--- config.mk ---
export PLATFORM = sky130hd
export DESIGN_NAME = dm_store_buffer_flat
export DESIGN_NICKNAME = d
export VERILOG_FILES = /design/src/rtl/dm_store_buffer_pkg.sv /design/src/rtl/dm_store_buffer_if.sv /design/src/rtl/dm_store_buffer_merge.sv /design/src/rtl/dm_store_buffer.sv /design/src/flat_wrapper.sv
export SDC_FILE = /design/constraint.sdc
export NUM_CORES = 1
export LEC_CHECK = 0
export CORE_MARGIN = 2
export CORE_UTILIZATION = 50
export DETAILED_ROUTE_END_ITERATION = 16
export MAX_ROUTING_LAYER = met4
export PLACE_DENSITY = 0.74
export SLEW_MARGIN = 20
export SYNTH_ARGS = -nofsm -noshare
export SYNTH_HDL_FRONTEND = slang
export SYNTH_SLANG_ARGS = --single-unit
--- constraint.sdc ---
create_clock -name clk -period 11.1 [get_ports clk]
set_input_delay 1.11 -clock clk [delete_from_list [all_inputs] [get_ports clk]]
set_output_delay 1.11 -clock clk [all_outputs]
set_load 0.005 [all_outputs]
--- src/rtl/dm_store_buffer_pkg.sv ---
// Shared types for the data-memory store buffer: buffer entry layout and byte-enable codes
// used by both the buffer and the MEM-stage store aligner.
package dm_store_buffer_pkg;

  localparam int STBUF_DEPTH = 4;

  typedef enum logic [3:0] {
    BE_NONE  = 4'b0000,
    BE_BYTE0 = 4'b0001,
    BE_BYTE1 = 4'b0010,
    BE_BYTE2 = 4'b0100,
    BE_BYTE3 = 4'b1000,
    BE_HALF0 = 4'b0011,
    BE_HALF1 = 4'b1100,
    BE_WORD  = 4'b1111
  } be_code_t;

  typedef struct packed {
    logic [31:0] addr;
    logic [31:0] wd;
    logic [3:0]  be;
    logic [31:0] pc;
  } entry_t;

endpackage

--- src/rtl/dm_store_buffer_if.sv ---
// MEM-stage store/load handshake plus the single data-memory port owned by the store buffer.
interface dm_store_buffer_if;
  logic        st_valid;
  logic        st_ready;
  logic [31:0] st_addr;
  logic [31:0] st_wd;
  logic [3:0]  st_be;
  logic [31:0] st_pc;
  logic        ld_valid;
  logic        ld_ready;
  logic [31:0] ld_addr;
  logic [31:0] ld_data;
  logic [31:0] dm_addr;
  logic        dm_we;
  logic [31:0] dm_wd;
  logic [31:0] dm_pc;
  logic [31:0] dm_rd;

  modport master (
    output st_valid, st_addr, st_wd, st_be, st_pc, ld_valid, ld_addr, dm_rd,
    input  st_ready, ld_ready, ld_data, dm_addr, dm_we, dm_wd, dm_pc
  );

  modport slave (
    input  st_valid, st_addr, st_wd, st_be, st_pc, ld_valid, ld_addr, dm_rd,
    output st_ready, ld_ready, ld_data, dm_addr, dm_we, dm_wd, dm_pc
  );
endinterface

--- src/rtl/dm_store_buffer_merge.sv ---
// Byte-lane merge: each enabled lane of wd replaces the same lane of base.
module dm_store_buffer_merge (
  input  logic [31:0] base,
  input  logic [31:0] wd,
  input  logic [3:0]  be,
  output logic [31:0] merged
);
  always_comb begin
    // NOTE: default every output bit first so a disabled lane can never infer a latch.
    merged = base;
    for (int i = 0; i < 4; i++) begin
      if (be[i]) merged[8*i +: 8] = wd[8*i +: 8];
    end
  end
endmodule

--- src/rtl/dm_store_buffer.sv ---
// Store buffer between MEM and data memory: FIFO of byte-enabled stores drained by
// read-merge-write. Define STBUF_FWD_EN to forward buffered bytes to loads; otherwise loads
// that hit a buffered word stall until those entries drain.
module dm_store_buffer
  import dm_store_buffer_pkg::*;
#(
  parameter int DEPTH = STBUF_DEPTH,
  parameter int PTR_W = 2
) (
  input logic              clk,
  input logic              reset,
  dm_store_buffer_if.slave bus
);

  localparam logic [PTR_W-1:0] PTR_ONE = {{(PTR_W-1){1'b0}}, 1'b1};
  localparam logic [PTR_W:0]   CNT_ONE = {{PTR_W{1'b0}}, 1'b1};

  entry_t             mem [DEPTH];
  logic [DEPTH-1:0]   valid;
  logic [PTR_W-1:0]   head, tail;
  logic [PTR_W:0]     count;
  logic               full, push, drain_go;
  logic [31:0]        drain_wd;
  logic [DEPTH-1:0]   hit;
  logic [PTR_W-1:0]   slot [DEPTH];

  // count never exceeds DEPTH = 2**PTR_W, so its MSB alone marks the full state.
  assign full         = count[PTR_W];
  assign push         = bus.st_valid && !full;
  assign bus.st_ready = !full;

  // slot[g] is the g-th oldest entry; hit marks valid entries in the load's word.
  for (genvar g = 0; g < DEPTH; g++) begin : g_slot
    assign slot[g] = head + PTR_W'(g);
    assign hit[g]  = valid[slot[g]] && (mem[slot[g]].addr[31:2] == bus.ld_addr[31:2]);
  end

`ifdef STBUF_FWD_EN
  logic [31:0] chain [DEPTH+1];

  assign chain[0] = bus.dm_rd;
  for (genvar g = 0; g < DEPTH; g++) begin : g_fwd
    dm_store_buffer_merge u_fwd_merge (
      .base   (chain[g]),
      .wd     (mem[slot[g]].wd),
      .be     (hit[g] ? mem[slot[g]].be : BE_NONE),
      .merged (chain[g+1])
    );
  end

  assign bus.ld_ready = !full;
  assign bus.ld_data  = chain[DEPTH];
`else
  assign bus.ld_ready = !full && (hit == '0);
  assign bus.ld_data  = bus.dm_rd;
`endif

  // A ready load owns the DM port; the head drains on any other cycle.
  assign drain_go = (count != '0) && (!bus.ld_valid || !bus.ld_ready);

  dm_store_buffer_merge u_drain_merge (
    .base   (bus.dm_rd),
    .wd     (mem[head].wd),
    .be     (mem[head].be),
    .merged (drain_wd)
  );

  assign bus.dm_we   = drain_go;
  assign bus.dm_addr = drain_go ? mem[head].addr : bus.ld_addr;
  assign bus.dm_wd   = drain_wd;
  assign bus.dm_pc   = mem[head].pc;

  // NOTE: entry payloads are not reset; the valid bits and count gate every use of them.
  always_ff @(posedge clk) begin
    if (push) mem[tail] <= '{addr: bus.st_addr, wd: bus.st_wd, be: bus.st_be, pc: bus.st_pc};
  end

  // NOTE: sequential state uses non-blocking assignments so every register samples pre-edge values.
  always_ff @(posedge clk or negedge reset) begin
    if (!reset) begin
      head  <= '0;
      tail  <= '0;
      count <= '0;
      valid <= '0;
    end else begin
      if (push) begin
        valid[tail] <= 1'b1;
        tail        <= tail + PTR_ONE;
      end
      if (drain_go) begin
        valid[head] <= 1'b0;
        head        <= head + PTR_ONE;
      end
      case ({push, drain_go})
        2'b10:   count <= count + CNT_ONE;
        2'b01:   count <= count - CNT_ONE;
        default: count <= count;
      endcase
    end
  end

endmodule
--- src/flat_wrapper.sv ---
// flat-port wrapper written by rule: the top's interface ports become plain ports
module dm_store_buffer_flat import dm_store_buffer_pkg::*;
#(
  parameter int DEPTH = STBUF_DEPTH,
  parameter int PTR_W = 2
)
  (clk, reset, bus_st_valid, bus_st_addr, bus_st_wd, bus_st_be, bus_st_pc, bus_ld_valid, bus_ld_addr, bus_dm_rd, bus_st_ready, bus_ld_ready, bus_ld_data, bus_dm_addr, bus_dm_we, bus_dm_wd, bus_dm_pc);
  dm_store_buffer_if bus_i ();
  input logic clk;
  input logic reset;
  input wire logic [$bits(bus_i.st_valid)-1:0] bus_st_valid;
  input wire logic [$bits(bus_i.st_addr)-1:0] bus_st_addr;
  input wire logic [$bits(bus_i.st_wd)-1:0] bus_st_wd;
  input wire logic [$bits(bus_i.st_be)-1:0] bus_st_be;
  input wire logic [$bits(bus_i.st_pc)-1:0] bus_st_pc;
  input wire logic [$bits(bus_i.ld_valid)-1:0] bus_ld_valid;
  input wire logic [$bits(bus_i.ld_addr)-1:0] bus_ld_addr;
  input wire logic [$bits(bus_i.dm_rd)-1:0] bus_dm_rd;
  output wire logic [$bits(bus_i.st_ready)-1:0] bus_st_ready;
  output wire logic [$bits(bus_i.ld_ready)-1:0] bus_ld_ready;
  output wire logic [$bits(bus_i.ld_data)-1:0] bus_ld_data;
  output wire logic [$bits(bus_i.dm_addr)-1:0] bus_dm_addr;
  output wire logic [$bits(bus_i.dm_we)-1:0] bus_dm_we;
  output wire logic [$bits(bus_i.dm_wd)-1:0] bus_dm_wd;
  output wire logic [$bits(bus_i.dm_pc)-1:0] bus_dm_pc;
  assign bus_i.st_valid = bus_st_valid;
  assign bus_i.st_addr = bus_st_addr;
  assign bus_i.st_wd = bus_st_wd;
  assign bus_i.st_be = bus_st_be;
  assign bus_i.st_pc = bus_st_pc;
  assign bus_i.ld_valid = bus_ld_valid;
  assign bus_i.ld_addr = bus_ld_addr;
  assign bus_i.dm_rd = bus_dm_rd;
  assign bus_st_ready = bus_i.st_ready;
  assign bus_ld_ready = bus_i.ld_ready;
  assign bus_ld_data = bus_i.ld_data;
  assign bus_dm_addr = bus_i.dm_addr;
  assign bus_dm_we = bus_i.dm_we;
  assign bus_dm_wd = bus_i.dm_wd;
  assign bus_dm_pc = bus_i.dm_pc;
  dm_store_buffer #(.DEPTH(DEPTH), .PTR_W(PTR_W)) u_core (.clk(clk), .reset(reset), .bus(bus_i));
endmodule
; ---- Yosys cells after proc, flatten, opt, wreduce, memory -nomap -nowiden
; Memories as Yosys holds them, arrays and structs flattened.
; Index checks and enable logic that the tools add are counted.
; W data, S select, Z words.
[totals]
memories = 1
out_inout_bits = 131
mem_bits_rw = 400
regBits = 11
[classes]
add_sub_neg = 6
bitwise = 3
mux = 22
n_reduce_logical = 16
eq_ne = 6
magnitude_cmp = 7
[mem_list]
columns = name, depth, word_bits, rd, rd_ports_with_merged_regs, write_ports, line
row1 = u_core.mem, 4, 100, 4, 0, 1, dm_store_buffer.sv:18  ; entry_t mem [DEPTH];
[op_table]
columns = op, n
row1 = $eq A30 B30 Y1, 4
row2 = $mux W32, 1
row3 = $mux W8, 4
row4 = $lt A2 B3 Y1 const B, 5
row5 = $logic_and A1 B1 Y1, 9
row6 = $bmux W1 S2, 4
row7 = $mux W1, 8
row8 = $mux W4, 2
row9 = $pmux W3 S2, 1
row10 = $add A2 B1 Y2 const B, 2
row11 = $add A2 B2 Y2 const B, 2
row12 = $and A4 B4 Y4, 1
row13 = $demux W1 S2, 2
row14 = $ge A2 B1 Y1 const B, 2
row15 = $logic_not A4 Y1, 1
row16 = $not A4 Y4, 1
row17 = $or A4 B4 Y4, 1
row18 = $add A3 B1 Y3 const B, 1
row19 = $logic_not A1 Y1, 3
row20 = $reduce_bool A3 Y1, 1
row21 = $sub A3 B1 Y3 const B, 1
row22 = $eq A2 B1 Y1 const B, 1
row23 = $eq A2 B2 Y1 const B, 1
row24 = $reduce_bool A2 Y1, 1
row25 = $logic_or A1 B1 Y1, 1

; ---- Logic depth before layout (Yosys ltp)
; Gate-level depths: netlist (run 1).
[logic_depth]
word_depth = 11
mapped_depth = 25
mapped_depth_nobuf = 16

; ---- Cells and area by module
; A second synthesis (run 1) with hierarchy kept.
[unflattened]
cells_unflattened = 1400
hier_area_um2 = 21737.1
[by_module_without_submodules]
columns = module, seq_area_each_um2, area_each_um2, instances, cells_each
row1 = dm_store_buffer, 12286.8, 21211.6, 1, 1364
row2 = dm_store_buffer_merge, 0.0, 525.5, 1, 36

; ---- Least setup slack after synthesis (run 1)
; OpenSTA, ideal clock, no wires.
[synth_timing]
kind = register to output
start = register u_core.head[0]
end = output port bus_dm_addr[10]
path_slack_ps = 5779
required_ps = 9990
stages_incl_launch_ff = 21
t_arrival_ps = 4211
path_cell_list = dfrtp_1 -> buf_6 -> buf_6 -> buf_6 -> inv_2 -> buf_2 -> clkbuf_1 -> ha_1 -> buf_6 -> buf_12 -> buf_6 -> buf_8 -> clkbuf_8 -> mux4_2 -> xnor2_1 -> nand4_1 -> nor2_1 -> a41o_2 -> clkbuf_4 -> or4_2 -> nand3_1
[synth_lines]
columns = item, line
row1 = from (decl), dm_store_buffer.sv:20  ; logic [PTR_W-1:0] head, tail;
row2 = from (signal assigned), dm_store_buffer.sv:92  ; head <= head + PTR_ONE;
row3 = to (decl), flat_wrapper.sv:22  ; output wire logic [$bits(bus_i.dm_addr)-1:0] bus_dm_addr;

==> impl_metrics.ini, run 1 <==
[pwr]
power_density_nw_per_um2 = 268
peakVddDrop_mv = 0.237
p_comb_share_pct = 49.6
p_leak_nw = 8.59
power.share.clock_pct = 19.9
switching_share_pct = 35.3
p_sw_w = 0.00246
internal-power_w = 0.00450
seqPwrFrac_pct = 30.6

[timing]
rsz0062_at_grt = false
worstMarginPinSlew_ps = 1090
slew-limit-headroom_pct = 27.3
min_period_over_period_pct = 72.0
drv_slew = 0
max_freq_ghz = 0.125
finalCriticalPeriod_ps = 8000
finClkSkew_ps = 35.0
holdWs_ps = 532
hold_violations = 0
finalSetupViolCount = 0
tns_ps = 0

[global_routing]
track_usage_pct = 25.6
grt_max_degree = 71
antenna_found_initial = 4
grt_pass1_vias = 13500
grt_pass1_wl_um = 83000
globalRoute.totalOverflow = 0

[logic_synthesis]
syn_avg_cell_area_sq_um = 15.4
netlist_area_sq_um = 21700
synth-seq-cells = 411
synthCells = 1407
synthArstFlopShare_pct = 2.68
seq_area_frac_synth_pct = 56.6
synth_edf_count = 400
ys_warn_count = 0
syn_nets = 1585
yosysUniqueCellTypes = 71
synth_ff_type = edfxtp_1

[clock_tree]
cts_root_buffer = clkbuf_16
cts_tree = done
cts_buffers = 44
clk_latency_ps = 580
hold_buffers = 0
cts_buffer_depth = 3
cts_resized = 0
tritoncts_num_sinks = 411
postCtsSetupRepairBufs = 0
cts_htree_levels = 2
clk_pin_slew_ps = 60

[layout]
fin_area_sq_um = 26000
fin_nets = 1792
area_delta_synth_final_pct = 19.7
instances_no_fill = 2235
drive_gt1_share_pct = 17.3
final_common_cell = edfxtp_1
layout_common_cells = 400 x edfxtp_1, 298 x clkdlybuf4s50_1, 140 x mux4_2, 84 x mux2i_1, 80 x xnor2_1

[min_path]
hold_class = flip-flop to flip-flop

[floorplanning]
rows = 76
design.core.area_sq_um = 43000
initial_core_util_pct = 50.5
dieArea_sq_um = 45100
die_h_um = 212
die_x_um = 212
ioPinCount = 299

[routing]
first_pass_iters = 5
drt_iter0_drc = 1291
vias = 13500
antenna_left = 0
avgRoutedWirePerCell_um = 25.0
finalWirelength_um = 55900
route.detailed.drc = 0
viasPerCell = 6.06

[place]
hpwl_um = 38300
gp_congestion = 0.940
dp_cells = 2153
placed_area_sq_um = 24600
portBuffers = 298

[worst_setup_path]
cp_max_fo = 63
cp.arrival_ps = 6890
path_cells = inv_2, ha_4, buf_4, mux4_2, xnor2_1, o211ai_1, or4_4, a2111oi_2, a41o_2, o21ai_0, o311ai_0, clkdlybuf4s50_1
crit_slowest_cell = ha_4
critPathCaptureType = primary output
crit_required_ps = 9990
crit_path_start_kind = flip-flop
crit_type = flip-flop to primary output
cpPeakStageDelay_ps = 1100

[run_status]
status = finished clean

[flow_run]
cap_violations = 0
-- worst max-delay path, delay by kind of cell, from the launching register on --
kind	cells	cell delay, ps
AOI/OAI and AO/OA	5	1620
xor gates and xnor gates	1	150
adders and majority gates	1	1100
buffers and inverters	3	1550
DFF	1	980
muxes	1	380
and+or+nand+nor	1	450
-- Yosys cell counts, types with 6 or more instances --
cell type / n / area [sq um]
inv_1: 16 / 60.1
nor2b_1: 19 / 119
xnor2_1: 80 / 701
a21oi_1: 31 / 155
o211ai_1: 12 / 90.1
o21ai_0: 42 / 210
xor2_1: 30 / 263
a221oi_1: 15 / 131
ha_1: 9 / 113
mux4_2: 140 / 3150
clkbuf_1: 40 / 150
or4_1: 23 / 173
dfrtp_1: 11 / 275
mux4_1: 9 / 236
nand4_1: 12 / 75.1
buf_2: 30 / 150
nor4_1: 10 / 62.6
nor3_1: 9 / 45.0
nor2_1: 63 / 236
buf_4: 43 / 323
nand3_1: 36 / 180
mux2_2: 43 / 484
buf_1: 11 / 41.3
a22o_1: 21 / 184
o22ai_1: 13 / 81.3
mux2i_1: 84 / 841
and2b_1: 6 / 45.0
edfxtp_1: 400 / 12000
buf_6: 18 / 203
or4_2: 8 / 70.1
nand2_1: 49 / 184
-- path summary, 6_finish.rpt --
path	depth (start not counted)	slack, ps	start	endpoint
max in group asynchronous	1	9730	reset	u_core.head[1]
min	1	530	u_core.count[0]	u_core.count[0]
min reg2reg	1	530	u_core.count[0]	u_core.count[0]
max reg2reg	17	4400	u_core.head[0]	u_core.count[2]
min in group asynchronous	1	910	reset	u_core.valid[1]
max	12	3100	u_core.head[0]	bus_dm_addr[0]
-- stage by stage --
| step | total power [W] | setup WS [ps] | utilization, % |
|---|---|---|---|
| floorplan | 0.00449 | 5780 | - |
| detailed placement | 0.00561 | 3730 | 57.2 |
| global placement | 0.00557 | 3820 | 57.2 |
| global route | 0.00731 | 2510 | 60.4 |
| finish | 0.00696 | 3100 | 60.4 |
| CTS | 0.00700 | 3100 | 60.4 |
-- sequential cells by signal (all words and copies together), names as in the netlist --
register,cells
u_core.mem,400
u_core.count,3
u_core.head,2
u_core.valid,4
u_core.tail,2
-- cell type report --
cell class              count  area, sq um
inverters                  17         63.8
clock inverters            23          226
multi-input cells         827         8410
repair buffers            313         3100
fillers                  3291        17000
well taps                 585          732
flip-flops and latches    411        12300
clock buffers              55         1140
diodes                      4         10.0
-- power by group through the flow --
stage          combinational (W)  sequential, W  clock (W)
2_1_floorplan            0.00242        0.00206          0
3_5_place_dp             0.00345        0.00216          0
6_report                 0.00345        0.00213    0.00138
3_3_place_gp             0.00343        0.00214          0
5_1_grt                  0.00369        0.00215    0.00147
4_1_cts                  0.00347        0.00213    0.00141
-- layer usage --
layer | vias to the layer above | wire, um | GRT usage [%] | share of wire [%]
met3 | 80 | 4140 | 4.90 | 7.4
met2 | 549 | 26700 | 39.9 | 48
met1 | 6871 | 23900 | 35.1 | 43
met5 | - | 0 | - | 0
met4 | 0 | 1160 | 6.29 | 2.1
li1 | 6035 | - | - | -
-- cells by family (layout without fill, tap and decap cells) --
logic type	Yosys count	count (layout)	share of synthesized area, %
AOI/OAI and AO/OA	182	182	5.87
xor gates and xnor gates	110	110	4.44
adders and majority gates	10	10	0.611
buffers and inverters	169	408	4.77
DFF	411	411	56.6
muxes	276	276	21.7
other	0	4	0
and+or+nand+nor	249	249	5.97
No activity file was read; power rests on OpenSTA's default activity.
==> run 2, diff against run 1 <==
==> constraint.sdc (replaced) <==
create_clock -name clk -period 7.4 [get_ports clk]
set_input_delay 0.74 -clock clk [delete_from_list [all_inputs] [get_ports clk]]
set_output_delay 0.74 -clock clk [all_outputs]
set_load 0.005 [all_outputs]
==> run 2 against run 1 <==
Global-route usage grew 0.19 points. Clock power grew 54%. Combinational power grew 54%. Clock skew shrank 13 ps. First-iteration DRC count grew 16%. Final cell count grew 0.49%. Sequential power grew 46%. Die area is the same. Critical path type unchanged.
==> impl_metrics.ini, run 2 (synthesis gave the netlist of run 1 again) <==
[run_status]
status = finished clean

[clock_tree]
cts_htree_levels = 2
clk_pin_slew_ps = 60
cts_tree = done
clk_latency_ps = 590
hold_buffers = 0
tritoncts_num_sinks = 411
cts_buffers = 45
cts_root_buffer = clkbuf_16
postCtsSetupRepairBufs = 0
cts_resized = 0
cts_buffer_depth = 3

[place]
placed_area_sq_um = 24600
dp_cells = 2156
gp_congestion = 0.984
portBuffers = 298
hpwl_um = 38100

[floorplanning]
ioPinCount = 299
initial_core_util_pct = 50.5
design.core.area_sq_um = 43000
dieArea_sq_um = 45100
die_h_um = 212
rows = 76
die_x_um = 212

[timing]
finalCriticalPeriod_ps = 6600
finClkSkew_ps = 22.4
min_period_over_period_pct = 89.2
finalSetupViolCount = 0
max_freq_ghz = 0.151
hold_violations = 0
worstMarginPinSlew_ps = 984
rsz0062_at_grt = false
drv_slew = 0
tns_ps = 0
holdWs_ps = 510
slew-limit-headroom_pct = 34.4

[layout]
top_regs = u_core.mem: 400 flops, u_core.valid: 4 flops, u_core.count: 3 flops
largest_reg_flops = 400
drive_gt1_share_pct = 17.4
instances_no_fill = 2246
final_common_cell = edfxtp_1
fill_cells = 3231
regMostFlops = u_core.mem
fin_area_sq_um = 26100
fin_nets = 1797
area_delta_synth_final_pct = 20.2
layout_common_cells = 400 x edfxtp_1, 298 x clkdlybuf4s50_1, 140 x mux4_2, 84 x mux2i_1, 80 x xnor2_1

[min_path]
hold_class = input port to asynchronous set/reset pin

[pwr]
power.share.clock_pct = 20.2
power_density_nw_per_um2 = 405
internal-power_w = 0.00683
seqPwrFrac_pct = 29.4
p_comb_share_pct = 50.4
p_leak_nw = 8.64
p_sw_w = 0.00373
switching_share_pct = 35.3
peakVddDrop_mv = 0.270

[routing]
vias = 13600
avgRoutedWirePerCell_um = 25.1
drt_iter0_drc = 1504
route.detailed.drc = 0
viasPerCell = 6.07
finalWirelength_um = 56300
antenna_left = 0
first_pass_iters = 5

[flow_run]
cap_violations = 0

[worst_setup_path]
cpPeakStageDelay_ps = 760
crit_path_start_kind = flip-flop
crit_required_ps = 6660
crit_type = flip-flop to primary output
critPathCaptureType = primary output
crit_family = buffers and inverters
cp_max_fo = 63
path_cells = inv_2, ha_4, buf_12, buf_4, mux2i_1, o2bb2ai_1, a221oi_1, nand4_1, o21ai_0, a41o_2, or4_2, nand3_1, clkdlybuf4s50_1
cp.arrival_ps = 5860
critPathBufInv = 4
crit_slowest_cell = or4_2

[global_routing]
track_usage_pct = 25.8
grt_pass1_vias = 13400
globalRoute.totalOverflow = 0
grt_pass1_wl_um = 83000
antenna_found_initial = 7
grt_max_degree = 123
## run 2: cell types whose count changed in the layout (fill, tap and decap cells not counted), sizes merged
cell / before / now
diode: 4 / 7
clkbuf: 55 / 65
buf: 15 / 19
clkinvlp: 1 / 0
inv: 19 / 20
clkinv: 18 / 12
## run 2: metrics by stage
stage	total power, W	util, %	setup WS, ps
final	0.0106	60.7	799
after global routing	0.0111	60.7	480
after CTS	0.0106	60.6	848
after detailed placement	0.00845	57.3	1480
after global placement	0.00841	57.3	1560
after floorplan	0.00673	-	2410
## run 2: power groups by stage
stage | registers (W) | clock network (W) | logic, W
2_1_floorplan | 0.00309 | 0 | 0.00364
3_3_place_gp | 0.00313 | 0 | 0.00528
3_5_place_dp | 0.00315 | 0 | 0.00530
4_1_cts | 0.00311 | 0.00217 | 0.00533
5_1_grt | 0.00314 | 0.00225 | 0.00567
6_report | 0.00311 | 0.00213 | 0.00532
## run 2: final timing paths
kind | startpoint | to | slack (ps) | cells after the start
worst min-delay path | reset | u_core.valid[1] | 510 | 1
worst max register to register | u_core.head[0] | u_core.count[2] | 1760 | 17
min in group clk | u_core.count[0] | u_core.count[0] | 530 | 1
worst min register to register | u_core.count[0] | u_core.count[0] | 530 | 1
max in group asynchronous | reset | u_core.head[1] | 6490 | 1
worst max-delay path | u_core.head[0] | bus_dm_addr[31] | 800 | 13
## run 2: final cells by class
class	instances	area, sq um	share of cell area (%)
clock buffers	65	1220	4.68
inverters	17	63.8	0.245
clock inverters	17	169	0.648
well taps	585	732	2.81
diodes	7	17.5	0.0672
multi-input cells	827	8410	32.2
repair buffers	317	3170	12.2
flip-flops and latches	411	12300	47.1
## run 2: routing by layer
metal  routed length, um  global-route usage, %  up-vias
met2               26600                   39.6      603
met4                1430                   7.69        0
li1                    -                      -     6061
met3                4920                   6.00       85
met1               23300                   34.6     6888
met5                   0                      -        -
